<file path="src/rtl/fp_pkg.sv">
// Shared definitions for arbiters that front multi-cycle FP units.
// Holds the sequencer state encoding and common IEEE-754 single-precision constants.
package fp_pkg;

    typedef enum logic [1:0] {
        IDLE  = 2'd0,
        ISSUE = 2'd1,
        WAIT  = 2'd2,
        RESP  = 2'd3
    } state_t;

    localparam logic [31:0] FP_QNAN = 32'h7FC0_0000;
    localparam logic [31:0] FP_ONE  = 32'h3F80_0000;

endpackage

</file>
<file path="src/rtl/rr_arbiter.sv">
// Combinational round-robin picker: first asserted request at or above ptr, wrapping modulo N.
// Reusable in front of any shared FP unit.
module rr_arbiter #(
    parameter int N  = 2,
    parameter int IW = (N > 1) ? $clog2(N) : 1
) (
    input  logic [N-1:0]  req,
    input  logic [IW-1:0] ptr,
    output logic [N-1:0]  grant,
    output logic [IW-1:0] grant_id,
    output logic          grant_valid
);

    // Scan from ptr upward; the first hit wins and later hits are masked.
    always_comb begin : pick
        logic [IW:0]   sum_v;
        logic [IW-1:0] idx_v;
        grant       = '0;
        grant_id    = '0;
        grant_valid = 1'b0;
        sum_v       = '0;
        idx_v       = '0;
        for (int k = 0; k < N; k++) begin
            sum_v = {1'b0, ptr} + (IW+1)'(k);
            if (sum_v >= (IW+1)'(N)) begin
                sum_v = sum_v - (IW+1)'(N);
            end else begin
                sum_v = sum_v;
            end
            idx_v = sum_v[IW-1:0];
            if (!grant_valid && req[idx_v]) begin
                grant[idx_v] = 1'b1;
                grant_id     = idx_v;
                grant_valid  = 1'b1;
            end else begin
                grant_valid  = grant_valid;
            end
        end
    end

endmodule

</file>
<file path="src/rtl/fp_recip_arbiter.sv">
// Round-robin sharing of one multi-cycle FP reciprocal unit with a WAIT watchdog.
// Optional one-entry result cache enabled by defining RECIP_CACHE_EN.
module fp_recip_arbiter
    import fp_pkg::*;
#(
    parameter int NUM_REQ = 2,
    parameter int TIMEOUT = 31,
    parameter int ID_W    = $clog2(NUM_REQ)
) (
    input  logic                  clk,
    input  logic                  reset,
    input  logic [NUM_REQ-1:0]    req_valid,
    output logic [NUM_REQ-1:0]    req_ready,
    input  logic [32*NUM_REQ-1:0] req_operand,
    output logic [NUM_REQ-1:0]    resp_valid,
    input  logic [NUM_REQ-1:0]    resp_ready,
    output logic [31:0]           resp_data,
    output logic                  resp_err,
    output logic                  unit_start,
    output logic [31:0]           unit_operand,
    input  logic [31:0]           unit_result,
    input  logic                  unit_done,
    output logic                  busy
);

    localparam int CNT_W = $clog2(TIMEOUT + 1);

    state_t               state_r, state_nxt_s;
    logic [ID_W-1:0]      rr_ptr_r, id_r, gnt_id_s;
    logic [NUM_REQ-1:0]   gnt_s;
    logic                 gnt_valid_s;
    logic [31:0]          op_r, res_r, op_sel_s;
    logic                 err_r;
    logic [CNT_W-1:0]     wait_cnt_r;
    logic                 accept_s, timeout_s, cache_hit_s;

    rr_arbiter #(.N(NUM_REQ), .IW(ID_W)) u_rr (
        .req         (req_valid),
        .ptr         (rr_ptr_r),
        .grant       (gnt_s),
        .grant_id    (gnt_id_s),
        .grant_valid (gnt_valid_s)
    );

    // Select the granted requester's operand.
    always_comb begin
        op_sel_s = 32'h0000_0000;
        for (int i = 0; i < NUM_REQ; i++) begin
            if (gnt_id_s == ID_W'(i)) begin
                op_sel_s = req_operand[i*32 +: 32];
            end else begin
                op_sel_s = op_sel_s;
            end
        end
    end

    assign accept_s  = (state_r == IDLE) && gnt_valid_s;
    assign timeout_s = (wait_cnt_r == CNT_W'(TIMEOUT));

`ifdef RECIP_CACHE_EN
    logic        cache_v_r;
    logic [31:0] cache_op_r, cache_res_r;

    assign cache_hit_s = cache_v_r && (op_sel_s == cache_op_r);

    // Cache fills on clean completions only; a timeout invalidates it.
    always_ff @(posedge clk or posedge reset) begin
        if (reset) begin
            cache_v_r   <= 1'b0;
            cache_op_r  <= 32'h0000_0000;
            cache_res_r <= 32'h0000_0000;
        end else if (state_r == WAIT && unit_done) begin
            cache_v_r   <= 1'b1;
            cache_op_r  <= op_r;
            cache_res_r <= unit_result;
        end else if (state_r == WAIT && timeout_s) begin
            cache_v_r   <= 1'b0;
        end else begin
            cache_v_r   <= cache_v_r;
        end
    end
`else
    assign cache_hit_s = 1'b0;
`endif

    // Next-state logic; done on the timeout cycle still counts as a clean completion.
    always_comb begin
        state_nxt_s = state_r;
        case (state_r)
            IDLE: begin
                if (accept_s) begin
                    state_nxt_s = cache_hit_s ? RESP : ISSUE;
                end else begin
                    state_nxt_s = IDLE;
                end
            end
            ISSUE: state_nxt_s = WAIT;
            WAIT: begin
                if (unit_done || timeout_s) begin
                    state_nxt_s = RESP;
                end else begin
                    state_nxt_s = WAIT;
                end
            end
            RESP: begin
                if (resp_ready[id_r]) begin
                    state_nxt_s = IDLE;
                end else begin
                    state_nxt_s = RESP;
                end
            end
            default: state_nxt_s = IDLE;
        endcase
    end

    // State register.
    always_ff @(posedge clk or posedge reset) begin
        if (reset) begin
            state_r <= IDLE;
        end else begin
            state_r <= state_nxt_s;
        end
    end

    // Operand/grant capture, watchdog counter and result/error capture.
    always_ff @(posedge clk or posedge reset) begin
        if (reset) begin
            rr_ptr_r   <= '0;
            id_r       <= '0;
            op_r       <= 32'h0000_0000;
            res_r      <= 32'h0000_0000;
            err_r      <= 1'b0;
            wait_cnt_r <= '0;
        end else begin
            case (state_r)
                IDLE: begin
                    if (accept_s) begin
                        op_r     <= op_sel_s;
                        id_r     <= gnt_id_s;
                        rr_ptr_r <= (gnt_id_s == ID_W'(NUM_REQ - 1)) ? '0 : gnt_id_s + ID_W'(1);
`ifdef RECIP_CACHE_EN
                        if (cache_hit_s) begin
                            res_r <= cache_res_r;
                            err_r <= 1'b0;
                        end else begin
                            res_r <= res_r;
                        end
`endif
                    end else begin
                        op_r <= op_r;
                    end
                end
                ISSUE: wait_cnt_r <= '0;
                WAIT: begin
                    wait_cnt_r <= wait_cnt_r + CNT_W'(1);
                    if (unit_done) begin
                        res_r <= unit_result;
                        err_r <= 1'b0;
                    end else if (timeout_s) begin
                        res_r <= FP_QNAN;
                        err_r <= 1'b1;
                    end else begin
                        res_r <= res_r;
                    end
                end
                RESP:    res_r <= res_r;
                default: res_r <= res_r;
            endcase
        end
    end

    // Response strobe decoded from the captured requester index.
    always_comb begin
        resp_valid = '0;
        if (state_r == RESP) begin
            resp_valid[id_r] = 1'b1;
        end else begin
            resp_valid = '0;
        end
    end

    assign req_ready    = (accept_s && !reset) ? gnt_s : '0;
    assign resp_data    = (state_r == RESP) ? res_r : 32'h0000_0000;
    assign resp_err     = (state_r == RESP) ? err_r : 1'b0;
    assign unit_start   = (state_r == ISSUE);
    assign unit_operand = op_r;
    assign busy         = (state_r != IDLE);

endmodule

</file>
<file path="config.mk">
export PLATFORM = sky130hd
export DESIGN_NAME = fp_recip_arbiter
export DESIGN_NICKNAME = d
export VERILOG_FILES = /design/src/rtl/fp_pkg.sv /design/src/rtl/rr_arbiter.sv /design/src/rtl/fp_recip_arbiter.sv
export SDC_FILE = /design/constraint.sdc
export NUM_CORES = 1
export LEC_CHECK = 0
export ABC_AREA = 1
export CAP_MARGIN = 30
export CORE_MARGIN = 10
export CORE_UTILIZATION = 42
export CTS_BUF_LIST = sky130_fd_sc_hd__clkbuf_4 sky130_fd_sc_hd__clkbuf_8 sky130_fd_sc_hd__clkbuf_16
export CTS_CLUSTER_SIZE = 28
export DETAILED_ROUTE_END_ITERATION = 10
export GPL_TIMING_DRIVEN = 0
export PLACE_DENSITY = 0.91
export SYNTH_ARGS = -nofsm -noshare
export SYNTH_HDL_FRONTEND = slang
export SYNTH_SLANG_ARGS = --single-unit
</file>
<file path="constraint.sdc">
create_clock -name clk -period 4.5 [get_ports clk]
set_input_delay 0.45 -clock clk [delete_from_list [all_inputs] [get_ports clk]]
set_output_delay 0.45 -clock clk [all_outputs]
set_load 0.01 [all_outputs]
</file>
==> reports/metrics.cfg, run 1 <==
[outcome]
status=finished clean

[clock_tree]
cts_buffers=9
cts_sinks=74
clkSlewWorstSetupHoldPaths_ps=80
cts_hold_buf=0
cts_root_buffer=clkbuf_8
clk_latency_ps=340
htree_levels=3
cts_tree=yes
cts_resized=0
cts_buffer_depth=2
cts_setup_buffers=0

[routing]
vias_per_cell=5.08
wl_met2_microns=5790
dr_wl_met3_microns=1870
remaining_drc_errors=0
drt-met1-wl_microns=4890
top_layer=met4
drtIter0Drc=227
vias=3849
routed_wl_microns=12800
avgRoutedWirePerCell_microns=16.9
ant_nets=0
dr.pass1.iters=6

[finish]
area_delta_synth_final_pct=57.6
n_fill_cell=666
drive_gt1_share_pct=8.47
multi_input_area_sq_um=1460
n_antenna_cell=0
fin_nets=753
regArea_sq_um=1850

[synth]
ys_async_sr_fraction_pct=100
synth_edf_count=0
ys_ff_latch=74
dominantRegCellSynth=dfrtp_1
synthTopCellsByArea=dfrtp_1 (50%), nand2_1 (16%), nand3_1 (9.1%), nand4_1 (5.4%), inv_1 (4.4%)
yosysMostFrequentCell=nand2_1
synth.top_cell.area_share_pct=50.0
yosysTopAreaCell=dfrtp_1
synth_seq_area_share_pct=50.0
yosysUniqueCellTypes=21
syn_inst=460
ys.warnings.count=0
syn-num-nets=569
synth_common_cells=nand2_1 (159), dfrtp_1 (74), nand3_1 (67), inv_1 (43), nand4_1 (32)
netlist_area_sq_um=3700
syn_area_per_cell_sq_um=8.05

[pwr]
p_sw_share_pct=38.1
total_leakage_power_nw=2.91
p_int_w=0.00213
power.switching_w=0.00131
power_frac_seq_pct=33.4
power.density_nw_per_um2=589
power_frac_comb_pct=48.1
peakVddDrop_mv=0.309
clkPwrFrac_pct=18.5
power.total_w=0.00344

[worst_setup_path]
critPathKind=flop to output port
cp.required_ps=4050
critical-path-max-stage-delay_ps=550
crit_slowest_cell=clkdlybuf4s50_1
end_kind=output port
path_max_fanout=10
cp-start-kind=flop
path_cells=ha_1 -> clkbuf_1 -> buf_2 -> nand2_1 -> inv_1 -> clkdlybuf4s50_1
worstPathArrival_ps=2310

[timing]
finalSetupViolCount=0
hold_ws_ps=426
rsz0062_at_grt=no
relSlewSlack_pct=67.6
max_freq_mhz=363
drv_slew=0
finalClockSkew_ps=15.4
worst_pin_slew_ps=485
finalCritPeriodShare_pct=61.3
fin_ws_ps=1740
setup_tns_ps=0
hold_viol=0
period_needed_ps=2760

[floorplan]
die_h_microns=114
die_w_microns=114
initial_core_util_pct=42.9
num_rows=34
pin_count=174
dieArea_sq_um=13000
core_sq_um=8640

[global_routing]
grt_first_pass_wirelength_microns=20700
grt_usage_pct=19.5
antenna_found_initial=0
grt_max_degree=75
first_global_vias=4142
grt_overflow=0

[place]
io_buffers=172
routabilityCongestion=0.839
dp_hpwl_microns=10100
place_ws_ps=1960

[flow_run]
maxCapViolCount=0

[min_path]
hp-class=input pin to asynchronous set/reset pin

path summary, 6_finish.rpt:
path	startpoint	end	slack (ps)	depth (start not counted)
max reg2reg	wait_cnt_r[0]$_DFFE_PP0P_	res_r[31]$_DFFE_PP0P_	2700	9
min	reset	unit_operand[6]$_DFFE_PP0P_	430	2
min reg2reg	res_r[13]$_DFFE_PP0P_	res_r[13]$_DFFE_PP0P_	480	2
min in group clk	req_valid[0]	rr_ptr_r$_DFFE_PP0P_	430	3
max in group asynchronous	reset	res_r[10]$_DFFE_PP0P_	3520	3
max	state_r[0]$_DFF_PP0_	resp_data[11]	1740	6
area by class of cell:
cell class                 instances  area share, %
sequential                        74           31.7
timing repair buffer             173           30.0
multi-input combinational        311           25.1
buffer                            31           3.82
inverter                          44           2.87
tap                              108           2.32
clock buffer                      10           2.25
clock inverter                     6           1.97
metrics by stage:
stage,instance area (sq um),cells,utilization (%)
after floorplan,3700,460,-
after global placement,5560,740,64.4
after detailed placement,5560,740,64.4
after CTS,5810,756,67.3
after global routing,5840,757,67.6
final,5840,757,67.6
sequential cells by signal, summed over array words and instances (netlist names):
register / cells
id_r: 1
state_r: 2
err_r: 1
rr_ptr_r: 1
unit_operand: 32
wait_cnt_r: 5
res_r: 32
routing by layer:
| layer | up-vias | global-route usage (%) |
|---|---|---|
| met5 | - | 0 |
| met4 | 0 | 6.77 |
| met3 | 16 | 11.5 |
| met2 | 198 | 31.2 |
| met1 | 1793 | 21.0 |
| li1 | 1842 | - |
power by group through the flow:
stage,logic [W],clock network [W],registers [W]
2_1_floorplan,0.000834,0,0.00118
3_3_place_gp,0.00160,0,0.00114
3_5_place_dp,0.00167,0,0.00115
4_1_cts,0.00168,0.000645,0.00114
5_1_grt,0.00183,0.000676,0.00118
6_report,0.00166,0.000635,0.00115
cell families after synthesis:
| family | synth area share, % |
|---|---|
| fa+ha+maj | 2.03 |
| flops | 50.0 |
| buf+inv | 10.5 |
| simple gates | 34.3 |
| compound gates | 3.18 |
worst max-delay path, delay by kind of cell, from the launching register on:
kind / cells / cell delay [ps]
simple gates: 1 / 80
flops: 1 / 400
buf+inv: 4 / 1320
fa+ha+maj: 1 / 160
placed cells by master (no fill, tap or decap), types with 6 or more instances in the layout:
cell / count
nand2_1: 159
clkbuf_8: 9
nand3_1: 67
dfrtp_1: 74
o21ai_1: 6
buf_6: 10
clkdlybuf4s50_1: 172
nand4_1: 32
nor2_1: 17
buf_2: 10
o21ai_0: 6
ha_1: 6
inv_1: 42
nand2_2: 8
Note: power is estimated with default switching activity, not from simulation.
==> inputs of run 2 (changes only) <==
CORE_UTILIZATION = 41   (was 42)
PLACE_DENSITY = 0.89   (was 0.91)
clock period = 2.6 ns   (was 4.5 ns; I/O delays follow)
==> run 2 against run 1 <==
Compared with the run above: non-clock buffer count down 1; total power rose by 68%; cell area decreased by 0.79%; critical endpoint unchanged.
==> reports/metrics.cfg, run 2 (same netlist as run 1, synthesis figures left out) <==
[outcome]
status=finished clean

[place]
routabilityCongestion=0.861  ; +2.6%
place_area_sq_um=5580  ; +0.36%
dp_cells=741  ; +0.14%
dp_hpwl_microns=10100  ; about the same
io_buffers=172  ; unchanged

[pwr]
p_sw_share_pct=38.8  ; +0.76 points
p_int_w=0.00353  ; +66%
power.density_nw_per_um2=997  ; +69%
total_leakage_power_nw=2.93  ; +0.50%
peakVddDrop_mv=0.591  ; +91%
clkPwrFrac_pct=16.0  ; -2.5 points
power.total_w=0.00577  ; +68%
power_frac_seq_pct=34.4  ; +1.0 points
power.switching_w=0.00224  ; +71%
power_frac_comb_pct=49.5  ; +1.4 points

[clock_tree]
cts_buffers=9  ; unchanged
clkSlewWorstSetupHoldPaths_ps=80  ; about the same
cts_sinks=74  ; unchanged
cts_root_buffer=clkbuf_8
cts_buffer_depth=2  ; unchanged
cts_resized=1  ; +1
cts_hold_buf=0  ; unchanged
cts_tree=yes
clk_latency_ps=340  ; about the same
cts_setup_buffers=0  ; unchanged
htree_levels=3  ; unchanged

[finish]
instances_no_fill=756  ; -0.13%
design_area_sq_um=5790  ; -0.79%
fin_nets=752  ; -0.13%
n_fill_cell=691  ; +3.8%
final_cell_mix=clkdlybuf4s50_1 (170), nand2_1 (159), dfrtp_1 (74), nand3_1 (67), inv_1 (42)
drive_gt1_share_pct=8.64  ; +0.17 points
multi_input_area_sq_um=1470  ; +0.17%
layout_commonest_cell=clkdlybuf4s50_1
area_delta_synth_final_pct=56.4
n_antenna_cell=0  ; unchanged
regArea_sq_um=1850  ; unchanged

[floorplan]
initial_core_util_pct=42.2  ; -0.62 points
die_w_microns=115  ; +1.0%
die_h_microns=115  ; +1.0%
num_rows=34  ; unchanged
pin_count=174  ; unchanged
dieArea_sq_um=13200  ; +2.0%
core_sq_um=8760  ; +1.5%

[worst_setup_path]
critical-path-max-stage-delay_ps=560  ; about the same
cp.required_ps=2340  ; -1710 ps
cp-start-kind=flop
path_cells=ha_1 -> buf_2 -> nand2_1 -> inv_1 -> clkdlybuf4s50_1
critical-path-top-delay-family=buffers and inverters
crit_slowest_cell=clkdlybuf4s50_1
worstPathArrival_ps=2060  ; -250 ps
critPathKind=flop to output port
end_kind=output port
path_max_fanout=10  ; unchanged
critical_path_buf_inv_count=3  ; -1

[global_routing]
first_global_vias=4092  ; -1.2%
antenna_found_initial=0  ; unchanged
grt_overflow=0  ; unchanged
grt_first_pass_wirelength_microns=20600  ; -0.67%
grt_usage_pct=19.1  ; -0.37 points
grt_max_degree=43  ; -43%

[routing]
drtIter0Drc=279  ; +23%
top_layer=met4
vias=3812  ; -0.96%
avgRoutedWirePerCell_microns=16.7  ; -0.97%
dr.pass1.iters=4  ; -2
remaining_drc_errors=0  ; unchanged
dr_wl_met3_microns=1930  ; +3.3%
routed_wl_microns=12600  ; -1.1%
drt-met1-wl_microns=4870  ; -0.45%
vias_per_cell=5.04  ; -0.83%
ant_nets=0  ; unchanged
wl_met2_microns=5650  ; -2.5%

[timing]
max_freq_mhz=431
worst_pin_slew_ps=503  ; +17.9 ps
period_needed_ps=2320
hold_viol=0  ; unchanged
relSlewSlack_pct=66.5  ; -1.2 points
finalSetupViolCount=0  ; unchanged
rsz0062_at_grt=no
finalCritPeriodShare_pct=89.2
drv_slew=0  ; unchanged
finalClockSkew_ps=9.79  ; -5.62 ps

[min_path]
hp-class=input pin to flop

[flow_run]
maxCapViolCount=0  ; unchanged

-- run 2: changes by cell type in the layout (fill, tap and decap cells not counted), sizes merged --
| cell | delta |
|---|---|
| bufinv | -2 |
| clkdlybuf4s50 | -2 |
| dlymetal6s2s | +2 |
| clkinv | +1 |
-- run 2: power groups by stage --
| stage | Clock [W] | Combinational [W] | Sequential (W) |
|---|---|---|---|
| finish | 0.000926 | 0.00286 | 0.00199 |
| global route | 0.000999 | 0.00319 | 0.00204 |
| CTS | 0.000949 | 0.00289 | 0.00198 |
| detailed placement | 0 | 0.00288 | 0.00199 |
| global placement | 0 | 0.00279 | 0.00196 |
| floorplan | 0 | 0.00144 | 0.00205 |
-- run 2: per-layer routing --
metal | track usage, % | vias to the layer above
met4 | 5.69 | 0
met3 | 11.5 | 13
met1 | 21.2 | 1753
met2 | 30.3 | 206
met5 | 0 | -
li1 | - | 1840
-- run 2: path summary, 6_finish.rpt --
path / to / slack (ps) / from / cells after the start
min in group asynchronous: unit_operand[8]$_DFFE_PP0P_ / 350 / reset / 2
setup reg to reg: res_r[18]$_DFFE_PP0P_ / 810 / wait_cnt_r[0]$_DFFE_PP0P_ / 9
max in group asynchronous: unit_operand[31]$_DFFE_PP0P_ / 1660 / reset / 3
hold / removal: unit_operand[30]$_DFFE_PP0P_ / 230 / req_valid[0] / 3
hold reg to reg: res_r[16]$_DFFE_PP0P_ / 480 / res_r[16]$_DFFE_PP0P_ / 2
setup / recovery: resp_data[11] / 280 / state_r[0]$_DFF_PP0_ / 5
-- run 2: stage by stage --
stage	util, %	hold slack, ps	setup slack (ps)	setup TNS, ps
after floorplan	-	364	458	0
after global placement	63.4	462	-788	-58070
after detailed placement	63.7	465	341	0
after CTS	66.0	217	47.6	0
after global routing	66.1	261	111	0
final	66.1	233	281	0
-- run 2: area by class of cell --
| class | count | share of cell area [%] |
|---|---|---|
| Buffer | 30 | 3.78 |
| Clock buffer | 11 | 2.62 |
| Clock inverter | 5 | 0.908 |
| Inverter | 44 | 2.90 |
| Multi-Input combinational cell | 311 | 25.3 |
| Sequential cell | 74 | 32.0 |
| Tap cell | 108 | 2.33 |
| Timing Repair Buffer | 173 | 30.2 |
-- run 2: worst register-to-register path: cells and delay by family, from the launching register on --
kind / cells / cell delay [ps]
adders and majority gates: 2 / 420
and+or+nand+nor: 5 / 340
AOI/OAI and AO/OA: 1 / 330
buffers and inverters: 1 / 170
DFF: 1 / 420
